===== config.mk =====
export PLATFORM = sky130hd
export DESIGN_NAME = contrast_adjust_pipe
export DESIGN_NICKNAME = d
export VERILOG_FILES = /design/src/rtl/contrast_pkg.sv /design/src/rtl/contrast_lane.sv /design/src/rtl/contrast_adjust_pipe.sv
export SDC_FILE = /design/constraint.sdc
export NUM_CORES = 1
export LEC_CHECK = 0
export ABC_AREA = 1
export CELL_PAD_IN_SITES_DETAIL_PLACEMENT = 1
export CELL_PAD_IN_SITES_GLOBAL_PLACEMENT = 1
export CORE_MARGIN = 3
export CORE_UTILIZATION = 42
export DETAILED_ROUTE_END_ITERATION = 10
export PLACE_DENSITY_LB_ADDON = 0.12
export SYNTH_ARGS = -nofsm -noshare
export SYNTH_HDL_FRONTEND = slang
export SYNTH_HIERARCHICAL = 1
export SYNTH_SLANG_ARGS = --single-unit

===== constraint.sdc =====
create_clock -name clk -period 4.55 [get_ports clk]
set_clock_uncertainty 0.1 [all_clocks]
set_input_delay 1.365 -clock clk [delete_from_list [all_inputs] [get_ports clk]]
set_output_delay 1.365 -clock clk [all_outputs]
set_load 0.02 [all_outputs]

===== src/rtl/contrast_pkg.sv =====
// Shared constants and helpers for the contrast adjustment pipeline.
// Width-dependent helpers take the width as an argument so any lane configuration can use them.
package contrast_pkg;

    localparam int DEF_DATA_W = 8;
    localparam int DEF_FRAC_W = 5;
    localparam int PIVOT      = 1 << (DEF_DATA_W - 1);
    localparam int UNITY_GAIN = 1 << DEF_FRAC_W;

    function automatic int pivot_of(input int data_w);
        return 1 << (data_w - 1);
    endfunction

    function automatic int unity_of(input int frac_w);
        return 1 << frac_w;
    endfunction

    // Half an LSB of the fixed-point product; added before the arithmetic shift.
    function automatic int round_const(input int frac_w);
        return (frac_w > 0) ? (1 << (frac_w - 1)) : 0;
    endfunction

    function automatic logic [31:0] clamp_u(input logic signed [31:0] y, input int data_w);
        logic signed [31:0] max_v;
        max_v = (32'sd1 <<< data_w) - 32'sd1;
        if (y < 0) begin
            return '0;
        end else if (y > max_v) begin
            return max_v;
        end
        return y;
    endfunction

    function automatic logic is_clip(input logic signed [31:0] y, input int data_w);
        logic signed [31:0] max_v;
        max_v = (32'sd1 <<< data_w) - 32'sd1;
        return (y < 0) || (y > max_v);
    endfunction

endpackage


===== src/rtl/contrast_lane.sv =====
// One channel of the contrast datapath: pivot subtract, gain multiply, round/offset/clamp.
// All three stages advance together on en; pass beats carry the raw sample through untouched.
module contrast_lane
    import contrast_pkg::*;
#(
    parameter int DATA_W = 8,
    parameter int GAIN_W = 8,
    parameter int FRAC_W = 5
) (
    input  logic                     clk,
    input  logic                     rst,
    input  logic                     en,
    input  logic [DATA_W-1:0]        in_data,
    input  logic                     in_pass,
    input  logic [GAIN_W-1:0]        s2_gain,
    input  logic signed [DATA_W:0]   s3_offset,
    output logic [DATA_W-1:0]        out_data,
    output logic                     out_clip
);

    localparam int P_W = DATA_W + GAIN_W + 2;
    localparam int Y_W = P_W + 2;
    localparam logic signed [DATA_W:0] PIV_D = (DATA_W + 1)'(pivot_of(DATA_W));
    localparam logic signed [Y_W-1:0]  PIV_Y = Y_W'(pivot_of(DATA_W));
    localparam logic signed [Y_W-1:0]  RND_Y = Y_W'(round_const(FRAC_W));

    logic signed [DATA_W:0] d1_q, d1_d;
    logic [DATA_W-1:0]      raw1_q, raw1_d;
    logic                   pass1_q, pass1_d;
    logic signed [P_W-1:0]  p2_q, p2_d;
    logic [DATA_W-1:0]      raw2_q, raw2_d;
    logic                   pass2_q, pass2_d;
    logic [DATA_W-1:0]      out_q, out_d;
    logic                   clip_q, clip_d;

    logic signed [Y_W-1:0]  sum3, r3, y3;
    logic signed [31:0]     y32;

    always_comb begin
        sum3 = Y_W'(p2_q) + RND_Y;
        r3   = sum3 >>> FRAC_W;
        y3   = r3 + PIV_Y + Y_W'(s3_offset);
        y32  = 32'(y3);
    end

    always_comb begin
        d1_d    = d1_q;
        raw1_d  = raw1_q;
        pass1_d = pass1_q;
        p2_d    = p2_q;
        raw2_d  = raw2_q;
        pass2_d = pass2_q;
        out_d   = out_q;
        clip_d  = clip_q;
        if (en) begin
            d1_d    = $signed({1'b0, in_data}) - PIV_D;
            raw1_d  = in_data;
            pass1_d = in_pass;
            p2_d    = P_W'(d1_q) * $signed(P_W'({1'b0, s2_gain}));
            raw2_d  = raw1_q;
            pass2_d = pass1_q;
            out_d   = pass2_q ? raw2_q : DATA_W'(clamp_u(y32, DATA_W));
            clip_d  = !pass2_q && is_clip(y32, DATA_W);
        end
    end

    always_ff @(posedge clk) begin
        if (rst) begin
            d1_q    <= '0;
            raw1_q  <= '0;
            pass1_q <= 1'b0;
            p2_q    <= '0;
            raw2_q  <= '0;
            pass2_q <= 1'b0;
            out_q   <= '0;
            clip_q  <= 1'b0;
        end else begin
            d1_q    <= d1_d;
            raw1_q  <= raw1_d;
            pass1_q <= pass1_d;
            p2_q    <= p2_d;
            raw2_q  <= raw2_d;
            pass2_q <= pass2_d;
            out_q   <= out_d;
            clip_q  <= clip_d;
        end
    end

    assign out_data = out_q;
    assign out_clip = clip_q;

endmodule


===== src/rtl/contrast_adjust_pipe.sv =====
// Multi-channel contrast/brightness pipeline: handshake, per-frame config latch and clip counter
// around CH identical lanes.
module contrast_adjust_pipe
    import contrast_pkg::*;
#(
    parameter int DATA_W = 8,
    parameter int CH     = 3,
    parameter int GAIN_W = 8,
    parameter int FRAC_W = 5,
    parameter int CNT_W  = 20
) (
    input  logic                    clk,
    input  logic                    rst,
    input  logic [GAIN_W-1:0]       cfg_gain,
    input  logic signed [DATA_W:0]  cfg_offset,
    input  logic                    cfg_bypass,
    input  logic                    s_valid,
    output logic                    s_ready,
    input  logic [CH*DATA_W-1:0]    s_data,
    input  logic                    s_sof,
    input  logic                    s_process,
    output logic                    m_valid,
    input  logic                    m_ready,
    output logic [CH*DATA_W-1:0]    m_data,
    output logic                    m_sof,
    output logic [CNT_W-1:0]        clip_cnt
);

    localparam logic [GAIN_W-1:0] UNITY_G = GAIN_W'(unity_of(FRAC_W));

    // Handshake: a beat transfers on any edge where valid && ready. The whole pipe advances
    // together whenever the output slot is empty or being drained, so s_ready = m_ready || !m_valid.
    logic en, acc, load_cfg, pass0;
    logic [GAIN_W-1:0]      eff_gain;
    logic signed [DATA_W:0] eff_off;
    logic                   eff_byp;

    logic [GAIN_W-1:0]      gain_q, gain_d;
    logic signed [DATA_W:0] offset_q, offset_d;
    logic                   bypass_q, bypass_d;
    logic                   v1_q, v1_d, v2_q, v2_d, v3_q, v3_d;
    logic                   sof1_q, sof1_d, sof2_q, sof2_d, sof3_q, sof3_d;
    logic [GAIN_W-1:0]      gain1_q, gain1_d;
    logic signed [DATA_W:0] off1_q, off1_d, off2_q, off2_d;
    logic [CNT_W-1:0]       clip_cnt_q, clip_cnt_d;

    logic [CH*DATA_W-1:0]   lane_data;
    logic [CH-1:0]          lane_clip;
    logic [CNT_W-1:0]       beat_clips;
    logic [CNT_W:0]         sum_ext;

    always_comb begin
        en       = m_ready || !v3_q;
        acc      = s_valid && en;
        load_cfg = acc && s_sof;
        // The SOF beat itself already uses the freshly presented configuration.
        eff_gain = load_cfg ? cfg_gain   : gain_q;
        eff_off  = load_cfg ? cfg_offset : offset_q;
        eff_byp  = load_cfg ? cfg_bypass : bypass_q;
        pass0    = !s_process || eff_byp;

        gain_d   = eff_gain;
        offset_d = eff_off;
        bypass_d = eff_byp;

        v1_d = v1_q;  v2_d = v2_q;  v3_d = v3_q;
        sof1_d = sof1_q;  sof2_d = sof2_q;  sof3_d = sof3_q;
        gain1_d = gain1_q;  off1_d = off1_q;  off2_d = off2_q;
        if (en) begin
            v1_d    = s_valid;
            sof1_d  = s_valid && s_sof;
            gain1_d = eff_gain;
            off1_d  = eff_off;
            v2_d    = v1_q;
            sof2_d  = sof1_q;
            off2_d  = off1_q;
            v3_d    = v2_q;
            sof3_d  = sof2_q;
        end
    end

    always_comb begin
        beat_clips = '0;
        for (int i = 0; i < CH; i++) begin
            beat_clips = beat_clips + CNT_W'(lane_clip[i]);
        end
        sum_ext    = {1'b0, clip_cnt_q} + {1'b0, beat_clips};
        clip_cnt_d = clip_cnt_q;
        if (v3_q && m_ready) begin
            if (sof3_q) begin
                clip_cnt_d = beat_clips;
            end else begin
                clip_cnt_d = sum_ext[CNT_W] ? '1 : sum_ext[CNT_W-1:0];
            end
        end
    end

    always_ff @(posedge clk) begin
        if (rst) begin
            gain_q     <= UNITY_G;
            offset_q   <= '0;
            bypass_q   <= 1'b0;
            v1_q       <= 1'b0;
            v2_q       <= 1'b0;
            v3_q       <= 1'b0;
            sof1_q     <= 1'b0;
            sof2_q     <= 1'b0;
            sof3_q     <= 1'b0;
            gain1_q    <= UNITY_G;
            off1_q     <= '0;
            off2_q     <= '0;
            clip_cnt_q <= '0;
        end else begin
            gain_q     <= gain_d;
            offset_q   <= offset_d;
            bypass_q   <= bypass_d;
            v1_q       <= v1_d;
            v2_q       <= v2_d;
            v3_q       <= v3_d;
            sof1_q     <= sof1_d;
            sof2_q     <= sof2_d;
            sof3_q     <= sof3_d;
            gain1_q    <= gain1_d;
            off1_q     <= off1_d;
            off2_q     <= off2_d;
            clip_cnt_q <= clip_cnt_d;
        end
    end

    for (genvar g = 0; g < CH; g++) begin : g_lane
        contrast_lane #(
            .DATA_W (DATA_W),
            .GAIN_W (GAIN_W),
            .FRAC_W (FRAC_W)
        ) u_lane (
            .clk       (clk),
            .rst       (rst),
            .en        (en),
            .in_data   (s_data[g*DATA_W +: DATA_W]),
            .in_pass   (pass0),
            .s2_gain   (gain1_q),
            .s3_offset (off2_q),
            .out_data  (lane_data[g*DATA_W +: DATA_W]),
            .out_clip  (lane_clip[g])
        );
    end

    assign s_ready  = en;
    assign m_valid  = v3_q;
    assign m_sof    = sof3_q;
    assign m_data   = lane_data;
    assign clip_cnt = clip_cnt_q;

endmodule


* Word level (Yosys, flattened, before mapping)
Index checks and enable logic that the tools add are counted.
** Cells by class
- $add $sub $neg :: 15
- Magnitude comparators :: 6
- Reductions and logical operators :: 15
- Multiply operators :: 3
- Muxes and demuxes :: 26
** Operator list (count)
- $mux 8 :: 13
- $gt 20x9->1 const B :: 3
- $lt 20x1->1 const B :: 3
- $add 18x6->19 const B :: 3
- $mul 9x9->18 :: 3
- $add 15x9->16 :: 3
- $add 14x9->15 const B :: 3
- $mux 20 :: 2
- $sub 8x8->9 const B :: 3
- $add 20x3->21 :: 1
- $mux 1 :: 10
- $mux 9 :: 1
- $logic_and 1x1->1 :: 7
- $logic_or 1x1->1 :: 5
- $add 2x1->3 :: 1
- $logic_not 1->1 :: 3
- $add 1x1->2 :: 1
** Storage, ports and cells
- Register bits :: 228
- Bits of input ports :: 48
- Word-level logic and storage cells :: 98

* Longest topological paths before layout
- Depth after elaboration :: 9
- Gate-level depth with buffers :: 27

* Modules after synthesis
Netlist, hierarchy kept.
** Modules (own cells, without submodules)
- contrast_lane at g_lane[0].u_lane :: instances 1, area an instance 5850.6 um^2, cells each 822
- contrast_lane at g_lane[2].u_lane :: instances 1, area an instance 5696.7 um^2, cells each 818
- contrast_lane at g_lane[1].u_lane :: instances 1, area an instance 5676.7 um^2, cells each 808
- contrast_adjust_pipe :: instances 1, area an instance 3306.9 um^2, cells each 456

* Least setup slack after synthesis
No wires, ideal clock.
- Path type :: register to register
- From :: register gain1_q[0]
- To :: register g_lane[2].u_lane.p2_q[14]
- Period minus slack after synthesis :: 4.616 ns
- Setup time :: 0.058 ns
- Path buffers :: 0
- Cell stages (with the launch flop) :: 18
- Arrival :: 4.458 ns
- Setup slack :: -0.066 ns
- Cells stage by stage :: dfxtp_1 nand2_1 inv_1 fa_1 fa_1 inv_1 fa_1 inv_1 fa_1 ha_1 a21oi_1 o21ai_0 a31oi_1 o21bai_1 or2_2 nand3_1 o211ai_1 inv_1
** On the way
- Longest elaborated chain between the ends :: 1
** RTL lines
- start, declared :: line contrast_adjust_pipe.sv:43 : logic [GAIN_W-1:0] gain1_q, gain1_d;
- start signal, assigned :: line contrast_adjust_pipe.sv:123 : gain1_q <= gain1_d;
- $mul 9x9->18 :: line contrast_lane.sv:59 : p2_d = P_W'(d1_q) * $signed(P_W'({1'b0, s2_gain}));
- end signal, assigned :: line contrast_lane.sv:81 : p2_q <= p2_d;
- end, declared :: line contrast_lane.sv:30 : logic signed [P_W-1:0] p2_q, p2_d;
No other way between the ends.
A chain may end at the register's enable or synchronous reset.

* Worst setup path after layout
- From :: register gain1_q[1]
- To :: register g_lane[2].u_lane.p2_q[17]
The elaborated chain is that of the path after synthesis.

==> results.md <==
- Site row count: 80
- Post-synthesis cell area: 0.02053 mm²
- Post-synth EDFFs: 0
- Worst Path Required: approximately 4800 ps
- RSZ-0062 raised after global routing: true
- Nets: between 3000 and 4000
- Worst hold-check path type: reg2reg
- Post-synth top area share: 19.11%
- Hold Vio Cnt, Final: 0
- Setup tns final: 0 ps
- Syn nets: about 3300
- Power Dens Cells: 275.5 mW/mm²
- Final core occ: 50.20%
- Cell depth of the worst hold path: 2
- Switch share: 41.67%
- H-tree depth: 4
- Worst R2R Setup Slack: 20 ps
- CTS Sinks: 196
- Vias per cell: 5.104
- Final Setup Violations: 0
- Die ar.: 0.05157 mm²
- Synth unique cells: 49
- Max Fclk: 220.8 MHz
- Yosys warnings: 6
- Root buffer cell: clkbuf_16
- Critical Path AT: around 4800 ps
- Initial Util: 42.73%
- Overall routing resource usage: 24.70%
- Initial antenna violation count: 1
- Rel. slew slack: 39.62%
- Power, Total: about 6600 µW
- Vias: 18650
- Reg-to-Reg Start: gain1_q[1]
- Area delta synth->final: 17.47%
- Most frequent cell after synthesis: nand2_1
- Seq pwr share: 31.4%
- Slew @ Worst Pin: 904.7 ps
- Register area share after synthesis: 19.11%
- FF-to-FF End: g_lane[2].u_lane/p2_q[17]
- Clock-pin slew on the worst setup and hold paths: 80 ps
- Hpwl dp: between 50 and 60 mm
- Worst setup EP type: flip-flop
- MaxCap Viol Count: 0
- Vias in the first global route: 19770
- Int Pwr: around 3900 µW
- CP Max Fanout: 7
- CTS Buffer Depth: 2
- WHS Endpoint: g_lane[1].u_lane/raw2_q[7]
- Cells after Synth: around 2900
- Switching power: approximately 2800 µW
- Wire per inst: approximately 18 µm
- Antenna Nets Post-Route: 0
- Leading area contributor after synthesis: dfxtp_1
- Critical path class: reg2reg
- Min Hold Slack: about 360 ps
- I/O pin cnt: 95
- Routability cong.: 0.8437
- Synthesized flop and latch total: between 150 and 200
- # diodes: 0
- Die width: 227.1 µm
- Logic pwr share: 44.9%
- IO buf count: 94
- Non-Filler Instances: ~3700
- Leakage dissipation: around 0.013 µW
- Final period util: 99.54%
- Starting DRT DRC Count: 723
- Later-pin clock latency in the skew report: 490 ps
- Reg2reg path depth: 21
- First-pass GRT wire length: 100.6 mm
- Commonest register cell after synthesis: dfxtp_1
- Fraction of registers with async set/reset: 0%
- Syn Area/Cell: 7.070 µm²
- Startpoint Class: flip-flop
- Clock power share: 23.7%
- Router iterations before antenna repair: 5
- Pins Over Slew Limit: 0
- Placed Cells incl. Taps: approximately 3600
- Drt drc: 0
- Placeable Area: between 0.04 and 0.05 mm²
- Synth top area cells: dfxtp_1 19%, fa_1 17%, nand2_1 12%, inv_1 12%, ha_1 11%
- Drt total wl: 64.98 mm
- Tmin final: 4529 ps
- Post-synth top cells: 656 x nand2_1, 653 x inv_1, 199 x nor2_1
- Clock tree from TritonCTS: yes
- IR drop worst, VDD: approximately 0.27 mV
- Min-Delay Startpoint: g_lane[1].u_lane/raw2_q[7]
- Die Y-Extent: 227.1 µm
- Number of buffers created by CTS: 17
- Pin count of the biggest net entering global routing: 123
- Overflow after GRT: 0
- Share of layout cells above drive strength 1: 13.16%
- Status: finished clean
metrics by stage:
| stage | setup slack, ps | area, µm² |
|---|---|---|
| finish | 21.11 | 24120 |
| global route | -166.9 | 24120 |
| CTS | -3.027 | 23280 |
| detailed placement | -183.0 | 22620 |
| global placement | 27.49 | 22620 |
| floorplan | 9.607 | 20530 |
routing by layer:
layer / part of all wire, % / GRT usage [%]
met5: 0 / 0
met4: 2.4 / 7.004
met3: 2.6 / 3.237
met2: 51 / 44.74
met1: 44 / 30.82
cells by family after synthesis:
family          Yosys count  synth area share (%)
simple gates           1117                 24.15
fa+ha+maj               358                 28.14
buf+inv                 771                 14.41
compound gates          370                 10.25
flops                   196                 19.11
xor+xnor                 91                 3.882
mux                       1               0.04876
cells in the final DEF, fill, tap and decap left out, types with 8 or more instances in the layout:
cell type,count
a21oi_1,126
a21oi_2,48
buf_12,11
buf_4,91
clkbuf_16,22
clkdlybuf4s50_1,93
dfxtp_1,174
dfxtp_2,14
dfxtp_4,8
fa_1,166
ha_1,160
ha_4,22
inv_1,633
inv_2,32
nand2_1,644
nand2_2,30
nand2_4,13
nand3_1,102
nand3_2,14
nand4_1,50
nor2_1,195
nor2_2,15
nor2_4,8
nor3_1,8
o211ai_1,26
o21ai_0,111
o21ai_1,25
o21bai_1,8
xnor2_1,26
xor2_1,64
critical path: stages, from the launching register on:
cell and delay, ps:
dfxtp_2 340, buf_12 140, nand2_2 60, inv_2 50
fa_2 570, buf_6 160, fa_1 480, inv_1 60
fa_1 540, inv_2 40, fa_1 500, ha_4 320
nand2_2 70, inv_1 80, nand4_1 160, nand2_2 130
nand3_2 60, and2_4 160, o21ai_2 140, xor2_1 80
o21ai_1 140, inv_1 50
worst max-delay path by stage:
stage / startpoint / endpoint / cells past startpoint
finish: gain1_q[1] / g_lane[2].u_lane/p2_q[17] / 21
detailed placement: gain1_q[1] / g_lane[2].u_lane/p2_q[16] / 18
global route: gain1_q[1] / g_lane[2].u_lane/p2_q[17] / 21
floorplan: gain1_q[1] / g_lane[2].u_lane/p2_q[14] / 17
CTS: gain1_q[3] / g_lane[1].u_lane/p2_q[14] / 18
global placement: g_lane[1].u_lane/d1_q[7] / g_lane[1].u_lane/p2_q[14] / 17
what timing repair did:
item,4_1_cts,5_1_grt
endpoints found under the setup margin,14,39
setup buffers,1,11
gates cloned,0,5
pin swaps,4,62
hold buffers,0,0
gates resized for setup,19,154
registers in the layout (all words and copies together), names as in the netlist, 8 cells and up:
signal	count
g_lane.u_lane/p2_q	42
g_lane.u_lane/d1_q	24
g_lane.u_lane/out_data	24
g_lane.u_lane/raw2_q	24
clip_cnt	20
off1_q	9
off2_q	9
offset_q	9
gain1_q	8
gain_q	8
cell type report:
class	count	area (µm²)
Clock inverter	14	138.9
Clock buffer	18	439.2
Multi-Input combinational cell	1937	14260
Inverter	670	2521
Fill cell	6116	23930
Tap cell	615	769.5
Sequential cell	196	3971
Timing Repair Buffer	205	2016
power by group through the flow:
stage | logic (µW) | registers, µW | clock network, µW
floorplan | 1830 | 2110 | 0
global placement | 2640 | 2110 | 0
detailed placement | 2750 | 2120 | 0
CTS | 2790 | 2080 | 1610
global route | 3350 | 2110 | 1670
finish | 2980 | 2090 | 1570
(Power assumes the default switching activity.)
